$ cat src/rtl/muldiv_unit.sv
`default_nettype none
// ============================================================================
// Module   : muldiv_unit
// Brief    : Iterative radix-2 multiply/divide unit with architectural HI/LO.
// Revision : 1.0
// ============================================================================
module muldiv_unit #(
    parameter int WIDTH = 32
) (
    input  logic             clk,
    input  logic             reset,
    input  logic             start,
    input  logic [2:0]       op,
    input  logic [WIDTH-1:0] a,
    input  logic [WIDTH-1:0] b,
    input  logic             flush,
    output logic             busy,
    output logic             done,
    output logic [WIDTH-1:0] hi,
    output logic [WIDTH-1:0] lo
);
    localparam int CNT_W = $clog2(WIDTH);
    localparam logic [2:0] c_op_mult  = 3'b000;
    localparam logic [2:0] c_op_multu = 3'b001;
    localparam logic [2:0] c_op_div   = 3'b010;
    localparam logic [2:0] c_op_divu  = 3'b011;
    localparam logic [2:0] c_op_mthi  = 3'b100;
    localparam logic [2:0] c_op_mtlo  = 3'b101;
    localparam logic [CNT_W-1:0] c_last = CNT_W'(WIDTH - 1);

    typedef enum logic [1:0] {
        S_IDLE = 2'd0,
        S_RUN  = 2'd1,
        S_FIX  = 2'd2
    } state_t;

    state_t             state_q, state_d;
    logic [CNT_W-1:0]   cnt_q, cnt_d;
    logic               is_div_q, is_div_d;
    logic               neg_lo_q, neg_lo_d;
    logic               neg_hi_q, neg_hi_d;
    logic [WIDTH-1:0]   opnd_q, opnd_d;
    logic [2*WIDTH-1:0] acc_q, acc_d;
    logic [WIDTH-1:0]   hi_q, hi_d;
    logic [WIDTH-1:0]   lo_q, lo_d;
    logic               busy_q, busy_d;
    logic               done_q, done_d;

    logic               w_signed, w_a_neg, w_b_neg;
    logic [WIDTH-1:0]   w_abs_a, w_abs_b;
    logic [WIDTH-1:0]   w_addend;
    logic [WIDTH:0]     w_mul_sum;
    logic [WIDTH:0]     w_div_shift;
    logic               w_div_ge;
    logic [WIDTH-1:0]   w_div_diff, w_div_rem;
    logic [2*WIDTH-1:0] w_step, w_prod;
    logic [WIDTH-1:0]   w_quot_mag, w_rem_mag, w_quot, w_rem;

    assign w_signed = (op == c_op_mult) || (op == c_op_div);
    assign w_a_neg  = w_signed & a[WIDTH-1];
    assign w_b_neg  = w_signed & b[WIDTH-1];
    assign w_abs_a  = w_a_neg ? -a : a;
    assign w_abs_b  = w_b_neg ? -b : b;

    // Multiply: add multiplicand into the upper half, then shift the whole product right.
    assign w_addend  = acc_q[0] ? opnd_q : '0;
    assign w_mul_sum = {1'b0, acc_q[2*WIDTH-1:WIDTH]} + {1'b0, w_addend};

    // Divide: acc holds {remainder, remaining dividend bits / quotient bits}.
    assign w_div_shift = {acc_q[2*WIDTH-1:WIDTH], acc_q[WIDTH-1]};
    assign w_div_ge    = w_div_shift >= {1'b0, opnd_q};
    assign w_div_diff  = w_div_shift[WIDTH-1:0] - opnd_q;
    assign w_div_rem   = w_div_ge ? w_div_diff : w_div_shift[WIDTH-1:0];

    assign w_step = is_div_q ? {w_div_rem, acc_q[WIDTH-2:0], w_div_ge}
                             : {w_mul_sum, acc_q[WIDTH-1:1]};

    assign w_prod     = neg_lo_q ? -acc_q : acc_q;
    assign w_quot_mag = acc_q[WIDTH-1:0];
    assign w_rem_mag  = acc_q[2*WIDTH-1:WIDTH];
    assign w_quot     = neg_lo_q ? -w_quot_mag : w_quot_mag;
    assign w_rem      = neg_hi_q ? -w_rem_mag : w_rem_mag;

    always_comb begin
        state_d  = state_q;
        cnt_d    = cnt_q;
        is_div_d = is_div_q;
        neg_lo_d = neg_lo_q;
        neg_hi_d = neg_hi_q;
        opnd_d   = opnd_q;
        acc_d    = acc_q;
        hi_d     = hi_q;
        lo_d     = lo_q;
        busy_d   = busy_q;
        done_d   = 1'b0;
        case (state_q)
            S_IDLE: begin
                if (start && !flush) begin
                    case (op)
                        c_op_mult, c_op_multu, c_op_div, c_op_divu: begin
                            state_d  = S_RUN;
                            busy_d   = 1'b1;
                            cnt_d    = '0;
                            is_div_d = op[1];
                            opnd_d   = op[1] ? w_abs_b : w_abs_a;
                            acc_d    = {{WIDTH{1'b0}}, (op[1] ? w_abs_a : w_abs_b)};
                            // A zero divisor keeps the all-ones quotient unsigned while
                            // the remainder sign restores the raw dividend into HI.
                            neg_lo_d = op[1] ? ((w_a_neg ^ w_b_neg) & (b != '0))
                                             : (w_a_neg ^ w_b_neg);
                            neg_hi_d = op[1] & w_a_neg;
                        end
                        c_op_mthi: hi_d = a;
                        c_op_mtlo: lo_d = a;
                        default: ;
                    endcase
                end
            end
            S_RUN: begin
                if (flush) begin
                    state_d = S_IDLE;
                    busy_d  = 1'b0;
                end else begin
                    acc_d = w_step;
                    cnt_d = cnt_q + 1'b1;
                    if (cnt_q == c_last) begin
                        state_d = S_FIX;
                    end
                end
            end
            S_FIX: begin
                state_d = S_IDLE;
                busy_d  = 1'b0;
                if (!flush) begin
                    done_d = 1'b1;
                    if (is_div_q) begin
                        hi_d = w_rem;
                        lo_d = w_quot;
                    end else begin
                        hi_d = w_prod[2*WIDTH-1:WIDTH];
                        lo_d = w_prod[WIDTH-1:0];
                    end
                end
            end
            default: begin
                state_d = S_IDLE;
                busy_d  = 1'b0;
            end
        endcase
    end

    always_ff @(posedge clk) begin
        if (reset) begin
            state_q  <= S_IDLE;
            cnt_q    <= '0;
            is_div_q <= 1'b0;
            neg_lo_q <= 1'b0;
            neg_hi_q <= 1'b0;
            opnd_q   <= '0;
            acc_q    <= '0;
            hi_q     <= '0;
            lo_q     <= '0;
            busy_q   <= 1'b0;
            done_q   <= 1'b0;
        end else begin
            state_q  <= state_d;
            cnt_q    <= cnt_d;
            is_div_q <= is_div_d;
            neg_lo_q <= neg_lo_d;
            neg_hi_q <= neg_hi_d;
            opnd_q   <= opnd_d;
            acc_q    <= acc_d;
            hi_q     <= hi_d;
            lo_q     <= lo_d;
            busy_q   <= busy_d;
            done_q   <= done_d;
        end
    end

    assign busy = busy_q;
    assign done = done_q;
    assign hi   = hi_q;
    assign lo   = lo_q;

endmodule
`default_nettype wire
$ cat config.mk
export PLATFORM = sky130hd
export DESIGN_NAME = muldiv_unit
export DESIGN_NICKNAME = d
export VERILOG_FILES = /design/src/rtl/muldiv_unit.sv
export SDC_FILE = /design/constraint.sdc
export NUM_CORES = 1
export LEC_CHECK = 0
export CAP_MARGIN = 20
export CORE_MARGIN = 2
export CORE_UTILIZATION = 46
export DETAILED_ROUTE_END_ITERATION = 8
export PLACE_DENSITY = 0.66
export SLEW_MARGIN = 25
export SYNTH_ARGS = -nofsm -noshare
export SYNTH_HDL_FRONTEND = slang
export SYNTH_SLANG_ARGS = --single-unit
$ cat constraint.sdc
create_clock -name clk -period 8.15 [get_ports clk]
set_input_delay 0.815 -clock clk [delete_from_list [all_inputs] [get_ports clk]]
set_output_delay 0.815 -clock clk [all_outputs]
set_load 0.02 [all_outputs]
==> summary.md, run 1 <==
| Metric | Value |
|---|---|
| Outcome | complete, no violations |
| FF-to-FF Start | acc_q[0] |
| Total power density per cell area | 143.2 nW/um2 |
| Clock Root Buffer | clkbuf_16 |
| GRT overflow | 0 |
| TritonCTS Buffers | 17 |
| Sequential share of the synthesized area | between 20% and 30% |
| Slew HR | ~32% |
| Die Y | between 150 and 200 um |
| Routed Wire Length | 56,430 um |
| Main flop type after synthesis | dfxtp_1 |
| Clk Latency, worst-skew pair | roughly 0.47 ns |
| Crit. End Element | flip-flop |
| Syn Inst Count | around 2.0k |
| First-pass GRT wire length | roughly 85,000 um |
| Area of the mapped netlist | approximately 15,000 um2 |
| Die area | 33,230 um2 |
| Nets@finish | 2,219 |
| Async S/R FF share, synth | 0% |
| H-tree depth | 4 |
| DRT iter0 DRCs | about 1.8k |
| Post-CTS Setup Bufs | 0 |
| Clk_skew | around 0.018 ns |
| Total GRT Usage | 33.32% |
| Final Critical Period | around 4.1 ns |
| Routed len/inst | 22.64 um |
| Worst Setup Start Kind | flip-flop |
| Period Utilization, post-route | 50.89% |
| Port bufs | 136 |
| DRT Pass-1 Iters | 6 |
| Fin. Hold Viols | 0 |
| Hold path cells | 2 |
| Post-Synth XOR/XNOR Area | 10.42% |
| Final WS setup | 4.002 ns |
| # DRC | 0 |
| Clock transition at path regs | 0.07 ns |
| Number of vias per cell | between 6 and 7 |
| TritonCTS clock tree | yes |
| RSZ-0062 raised after global routing | false |
| Cell taking the most area after synthesis | dfxtp_1 |
| P&R area growth vs syn | 15.08% |
| Worst setup path start | acc_q[0] |
| Max Clk Rate | around 240 MHz |
| Max-Cap Viols | 0 |
| WP data required | roughly 8.5 ns |
| Pleak | ~6.5 nW |
| Synth Area in Adders | under 10% |
| Setup crit end | acc_q[60] |
| Seq pwr share | a little under two fifths |
| Clock buffer depth | 2 |
| Largest family of logic cells by synthesized area | compound AO/OA/AOI/OAI gates |
| CTS sink cnt | 172 |
| Synth Area in Simple Gates | between 20% and 30% |
| Switch share | between 30% and 40% |
| Clock network power share | 38.8% |
| WP data arrival | roughly 4.5 ns |
| Post-synth EDFFs | 0 |
| Internal power | 1.606 mW |
| Sw power | 804.4 uW |
| Number of synthesized register bits | roughly 170 |
| Synth Area in Compound Gates | around 29% |
| Vias in the first global route | 14.10k |
| WS Path Type | reg -> reg |
| Setup violators final | 0 |
| Mapped Nets | 2,179 |
| Rows | 65 |
| RR Endpoint | acc_q[60] |
| Post-route ant nets | 0 |
| # IOs | roughly 140 |
| Ratio of cells with drive above 1 in the final layout | about 4.9% |
| Flop-to-flop setup slack | around 4 ns |
| Setup TNS after final layout | 0 ns |
| Top cell type's share of synthesized area | 23.55% |
| Crit path max fanout | 31 |
| Initial core utilization | between 40% and 50% |
| Most frequent cells in the layout | nor2_1 (255), nand2_1 (224), a21oi_1 (208), dfxtp_1 (171), o21ai_0 (141) |
| Worst Reg2Reg Path Length in Cells | 14 |
| Setup slack at placement | slightly above 4 ns |
| Chip width | 182.3 um |
| Worst VDD drop | ~170 uV |
| Commonest non-fill, non-tap cell in the layout | nor2_1 |
| Syn Area/Cell | between 7 and 8 um2 |
| YS warnings | 0 |
| Cts hold-fix bufs | 0 |
| Core area | between 30,000 and 40,000 um2 |
| Slew @ Worst Pin | roughly 1 ns |
| Yosys cell types | 82 |
| Routed vias | 15.53k |
| GPL Wtd Cong | about 1.0 |
| Slew Viols, Final | 0 |
| Initial antenna violation count | 1 |
| Worst hold path class | reg -> reg |
| Synth area leaders | dfxtp_1 (24%), a21oi_1 (7.1%), nor2_1 (6.6%) |
| Cts repair resizes | 0 |
| Mux share of post-synthesis cell area | between 3 and 4% |
| Combinational power share | a little under a quarter |
| Detailed-placement wirelength estimate | about 44,000 um |
| Largest net degree at the start of global routing | 89 |
[per-layer routing]
| metal | GRT usage (%) | routed length [um] |
|---|---|---|
| met4 | 13.29 | 2177 |
| met5 | 0 | 0 |
| met3 | 5.887 | 4396 |
| met1 | 46.24 | 25250 |
| met2 | 51.22 | 24600 |
[cell usage after synthesis, types with 6 or more instances]
master      n
and3_1     12
a211oi_1   55
buf_1      11
o21ai_1     6
or3_1      18
xor2_1     87
clkbuf_1  120
a21oi_1   208
nor3_1     48
a22oi_1    20
nand2b_1   16
ha_1       70
nand2_1   224
nand4_1    10
inv_1      68
dfxtp_1   172
o31ai_1    20
o21ai_0   141
a31oi_1    21
a21boi_0    6
or4_1       8
o21a_1     10
o221ai_1    6
and2_1      8
nor2_1    256
mux2i_1    52
nor4_1     20
xnor2_1    87
a21o_1     36
o211ai_1   32
nor2b_1    13
nand3_1    27
o41ai_1    28
o22ai_1    14
[power groups by stage]
stage | Combinational [mW] | Sequential, mW | Clock [mW]
3_5_place_dp | 0.562 | 0.916 | 0
2_1_floorplan | 0.379 | 0.901 | 0
4_1_cts | 0.565 | 0.896 | 0.934
3_3_place_gp | 0.561 | 0.915 | 0
5_1_grt | 0.624 | 0.899 | 0.974
6_report | 0.578 | 0.897 | 0.935
[state kept, by name, summed over array words and instances, names as in the netlist, 2 cells and up]
| register | count |
|---|---|
| state_q | 2 |
| hi | 32 |
| acc_q | 64 |
| lo | 32 |
| opnd_q | 32 |
| cnt_q | 5 |
[area by class of cell]
| class | count | area, um2 |
|---|---|---|
| fill | 3123 | 14560 |
| multi-input combinational | 1658 | 10450 |
| sequential | 172 | 3445 |
| timing repair buffer | 158 | 1519 |
| tap | 402 | 503.0 |
| clock buffer | 19 | 442.9 |
| inverter | 69 | 259.0 |
| clock inverter | 13 | 205.2 |
| antenna | 1 | 2.502 |
[worst min-delay path by stage]
| stage | start | to | slack [ns] |
|---|---|---|---|
| CTS | opnd_q[29] | opnd_q[29] | 0.45 |
| detailed placement | hi[27] | hi[27] | 0.44 |
| global placement | hi[17] | hi[17] | 0.44 |
| global route | opnd_q[9] | opnd_q[9] | 0.48 |
| floorplan | opnd_q[17] | opnd_q[17] | 0.43 |
| finish | opnd_q[29] | opnd_q[29] | 0.45 |
[worst max-delay path, cell delays in order, from the launching register on]
cell      delay [ns]
dfxtp_1         0.44
inv_1           0.14
buf_4           0.38
nor2_1          0.10
ha_1            0.35
o21ai_0         0.15
o21bai_1        0.17
a21oi_1         0.12
a21oi_1         0.28
a41o_1          0.30
a31oi_1         0.22
o31ai_1         0.72
a211oi_1        0.18
o31ai_1         0.31
o211ai_1        0.13
[cells by family after synthesis]
group	count (synthesis)
flops	172
buf+inv	206
compound gates	659
simple gates	696
xor+xnor	174
mux	57
fa+ha+maj	72
[through the flow]
stage / area [um2] / cells / total power, mW / hold WS, ns / utilization [%]
5_1_grt: 16830 / 2492 / 2.497 / 0.4791 / 53.61
6_report: 16830 / 2492 / 2.411 / 0.4547 / 53.61
2_1_floorplan: 14620 / 2036 / 1.280 / 0.4319 / -
3_3_place_gp: 16170 / 2459 / 1.476 / 0.4363 / 51.52
4_1_cts: 16830 / 2491 / 2.395 / 0.4545 / 53.60
3_5_place_dp: 16180 / 2459 / 1.478 / 0.4374 / 51.54
Note: power is estimated with default switching activity, not from simulation.
==> inputs of run 2 (changes only) <==
PLACE_DENSITY = 0.69   (was 0.66)
clock period = 3.4 ns   (was 8.15 ns; I/O delays follow)
==> run 2 against run 1 <==
Effect of this change:
- wire length increased by 4.4%
- largest cell class unchanged
- sequential cell count unchanged
- critical path depth unchanged
- hold slack got worse by 0.066 ns
- sequential power increased by 140%
- critical path type unchanged
- clock skew about the same
- largest power group unchanged
- non-clock buffer count increased by 122
- die area unchanged
- first-iteration DRC count decreased by 4.0%
- sequential share of layout area decreased by 1.2 points
- final area increased by 6.0%
- via count increased by 5.7%
==> summary.md, run 2 (synthesis gave the netlist of run 1 again) <==
| Metric | Value |
|---|---|
| First-pass GRT wire length | 88,820 um (+4.7%) |
| Die Y | 182.3 um (unchanged) |
| Post-DP Area | 17,100 um2 (+5.7%) |
| Number of vias per cell | 6.282 (+0.80%) |
| Combinational power share | 26.9% (+2.9 points) |
| DRT Pass-1 Iters | 6 (unchanged) |
| Fin area | 17,840 um2 (+6.0%) |
| Outcome | complete, no violations |
| Post-route ant nets | 0 (unchanged) |
| # DRC | 0 (unchanged) |
| Core area | 31,390 um2 (unchanged) |
| Worst Setup Start Kind | flip-flop |
| Slew HR | 38.79% (+6.3 points) |
| # IOs | 137 (unchanged) |
| Final Critical Period | 3.287 ns (-0.8605 ns) |
| Nets@finish | 2,341 (+5.5%) |
| Clk Latency, worst-skew pair | 0.46 ns (about the same) |
| Most frequent cells in the layout | nor2_1 (255), nand2_1 (224), a21oi_1 (202), dfxtp_1 (171), buf_4 (143) |
| H-tree depth | 4 (unchanged) |
| Port bufs | 136 (unchanged) |
| Largest net degree at the start of global routing | 88 (-1.1%) |
| WP data arrival | 3.62 ns (-0.83 ns) |
| Clock network power share | 36.8% (-2.0 points) |
| Internal power | 3.872 mW (+140%) |
| DRT iter0 DRCs | 1,687 (-4.0%) |
| TritonCTS Buffers | 17 (unchanged) |
| Initial core utilization | 46.58% (unchanged) |
| Fin util | 56.84% (+3.2 points) |
| Worst VDD drop | 400.0 uV (+140%) |
| Max Clk Rate | 304.2 MHz (+26%) |
| Routed Wire Length | 58,900 um (+4.4%) |
| Initial antenna violation count | 1 (unchanged) |
| Chip width | 182.3 um (unchanged) |
| Worst hold path class | in -> reg |
| Setup violators final | 0 (unchanged) |
| Detailed-placement wirelength estimate | 45,690 um (+4.7%) |
| GRT overflow | 0 (unchanged) |
| P&R area growth vs syn | 22.01% |
| Seq pwr share | 36.3% (-0.9 points) |
| Die area | 33,230 um2 (unchanged) |
| Layout fillers | 2,941 (-5.8%) |
| GPL Wtd Cong | 1.058 (+4.0%) |
| Clk_skew | 0.01796 ns (+0.0002855 ns) |
| WS Path Type | reg -> reg |
| Routed vias | 16.42k (+5.7%) |
| Rows | 65 (unchanged) |
| Clock buffer depth | 2 (unchanged) |
| TritonCTS clock tree | yes |
| Reg with most FFs | acc_q |
| Slew Viols, Final | 0 (unchanged) |
| Crit path max fanout | 4 (-87%) |
| Fin. Hold Viols | 0 (unchanged) |
| Routed len/inst | 22.53 um (-0.49%) |
| Clock Root Buffer | clkbuf_16 |
| Vias in the first global route | 15.12k (+7.2%) |
| Commonest non-fill, non-tap cell in the layout | nor2_1 |
| Max-Cap Viols | 0 (unchanged) |
| Total power density per cell area | 328.0 nW/um2 (+130%) |
| Slew @ Worst Pin | 0.9147 ns (-0.09450 ns) |
| Pleak | 7.094 nW (+9.8%) |
| CTS sink cnt | 172 (unchanged) |
| Max reg flops | 64 (unchanged) |
| WP data required | 3.73 ns (-4.73 ns) |
| Period Utilization, post-route | 96.68% (+46 points) |
| Clock transition at path regs | 0.07 ns (about the same) |
| Crit. End Element | flip-flop |
| Ratio of cells with drive above 1 in the final layout | 10.99% (+6.1 points) |
| Sw power | 1.980 mW (+150%) |
| Switch share | 33.84% (+0.47 points) |
| Setup TNS after final layout | 0 ns (unchanged) |
| Total GRT Usage | 34.60% (+1.3 points) |
==> run 2: through the flow <==
step / hold slack (ns) / setup WS [ns] / total power [mW] / instances
finish: 0.3891 / 0.1127 / 5.852 / 2614
global route: 0.3848 / -0.02177 / 6.043 / 2614
CTS: 0.3637 / 0.03877 / 5.789 / 2611
detailed placement: 0.4368 / -0.08014 / 3.670 / 2579
global placement: 0.4346 / 0.07803 / 3.659 / 2579
floorplan: 0.4319 / 0.1764 / 3.068 / 2036
==> run 2: layout make-up <==
type                       count  area [um2]  area share (%)
multi-input combinational   1658       10560           59.18
sequential                   172        3445           19.30
timing repair buffer         280        2460           13.79
tap                          402       503.0           2.819
clock buffer                  19       432.9           2.426
inverter                      69       259.0           1.452
clock inverter                13       181.4           1.017
antenna                        1       2.502         0.01402
==> run 2: power groups by stage <==
stage / Clock, mW / Combinational (mW) / Sequential, mW
after CTS: 2.16 / 1.51 / 2.12
after detailed placement: 0 / 1.50 / 2.17
final: 2.15 / 1.58 / 2.12
after floorplan: 0 / 0.908 / 2.16
after global placement: 0 / 1.49 / 2.16
after global routing: 2.23 / 1.68 / 2.13
==> run 2: worst paths after layout <==
path / endpoint / from / slack [ns] / cells after the start
max: acc_q[58] / acc_q[31] / 0.11 / 14
min reg2reg: hi[21] / hi[21] / 0.45 / 2
max reg2reg: acc_q[58] / acc_q[31] / 0.11 / 14
min: acc_q[19] / reset / 0.39 / 2
==> run 2: repair_timing <==
item | 4_1_cts | 5_1_grt
hold buffers | 0 | 0
pin swaps | 0 | 8
endpoints found under the setup margin | 1 | 22
setup buffers | 0 | 2
resized for setup | 3 | 26
==> run 2: metal layers <==
layer  vias to the layer above  global-route usage, %  wire length [um]
met2                       889                  52.61             25330
met3                       187                  7.384              5318
li1                       7650                      -                 -
met1                      7696                  45.95             24980
met5                         -                      0                 0
met4                         0                  18.35              3269
==> run 2: worst max-delay path: stages, from the launching register on <==
cell and delay, ns:
dfxtp_1 0.32, inv_2 0.08, ha_2 0.18, inv_1 0.05, fa_2 0.35, a21o_1 0.20, a221oi_2 0.28, o211ai_1 0.20
a221o_1 0.45, a21oi_2 0.20, o21bai_1 0.10, xor2_1 0.13, mux2i_1 0.08, and3_1 0.18, a2111oi_1 0.35
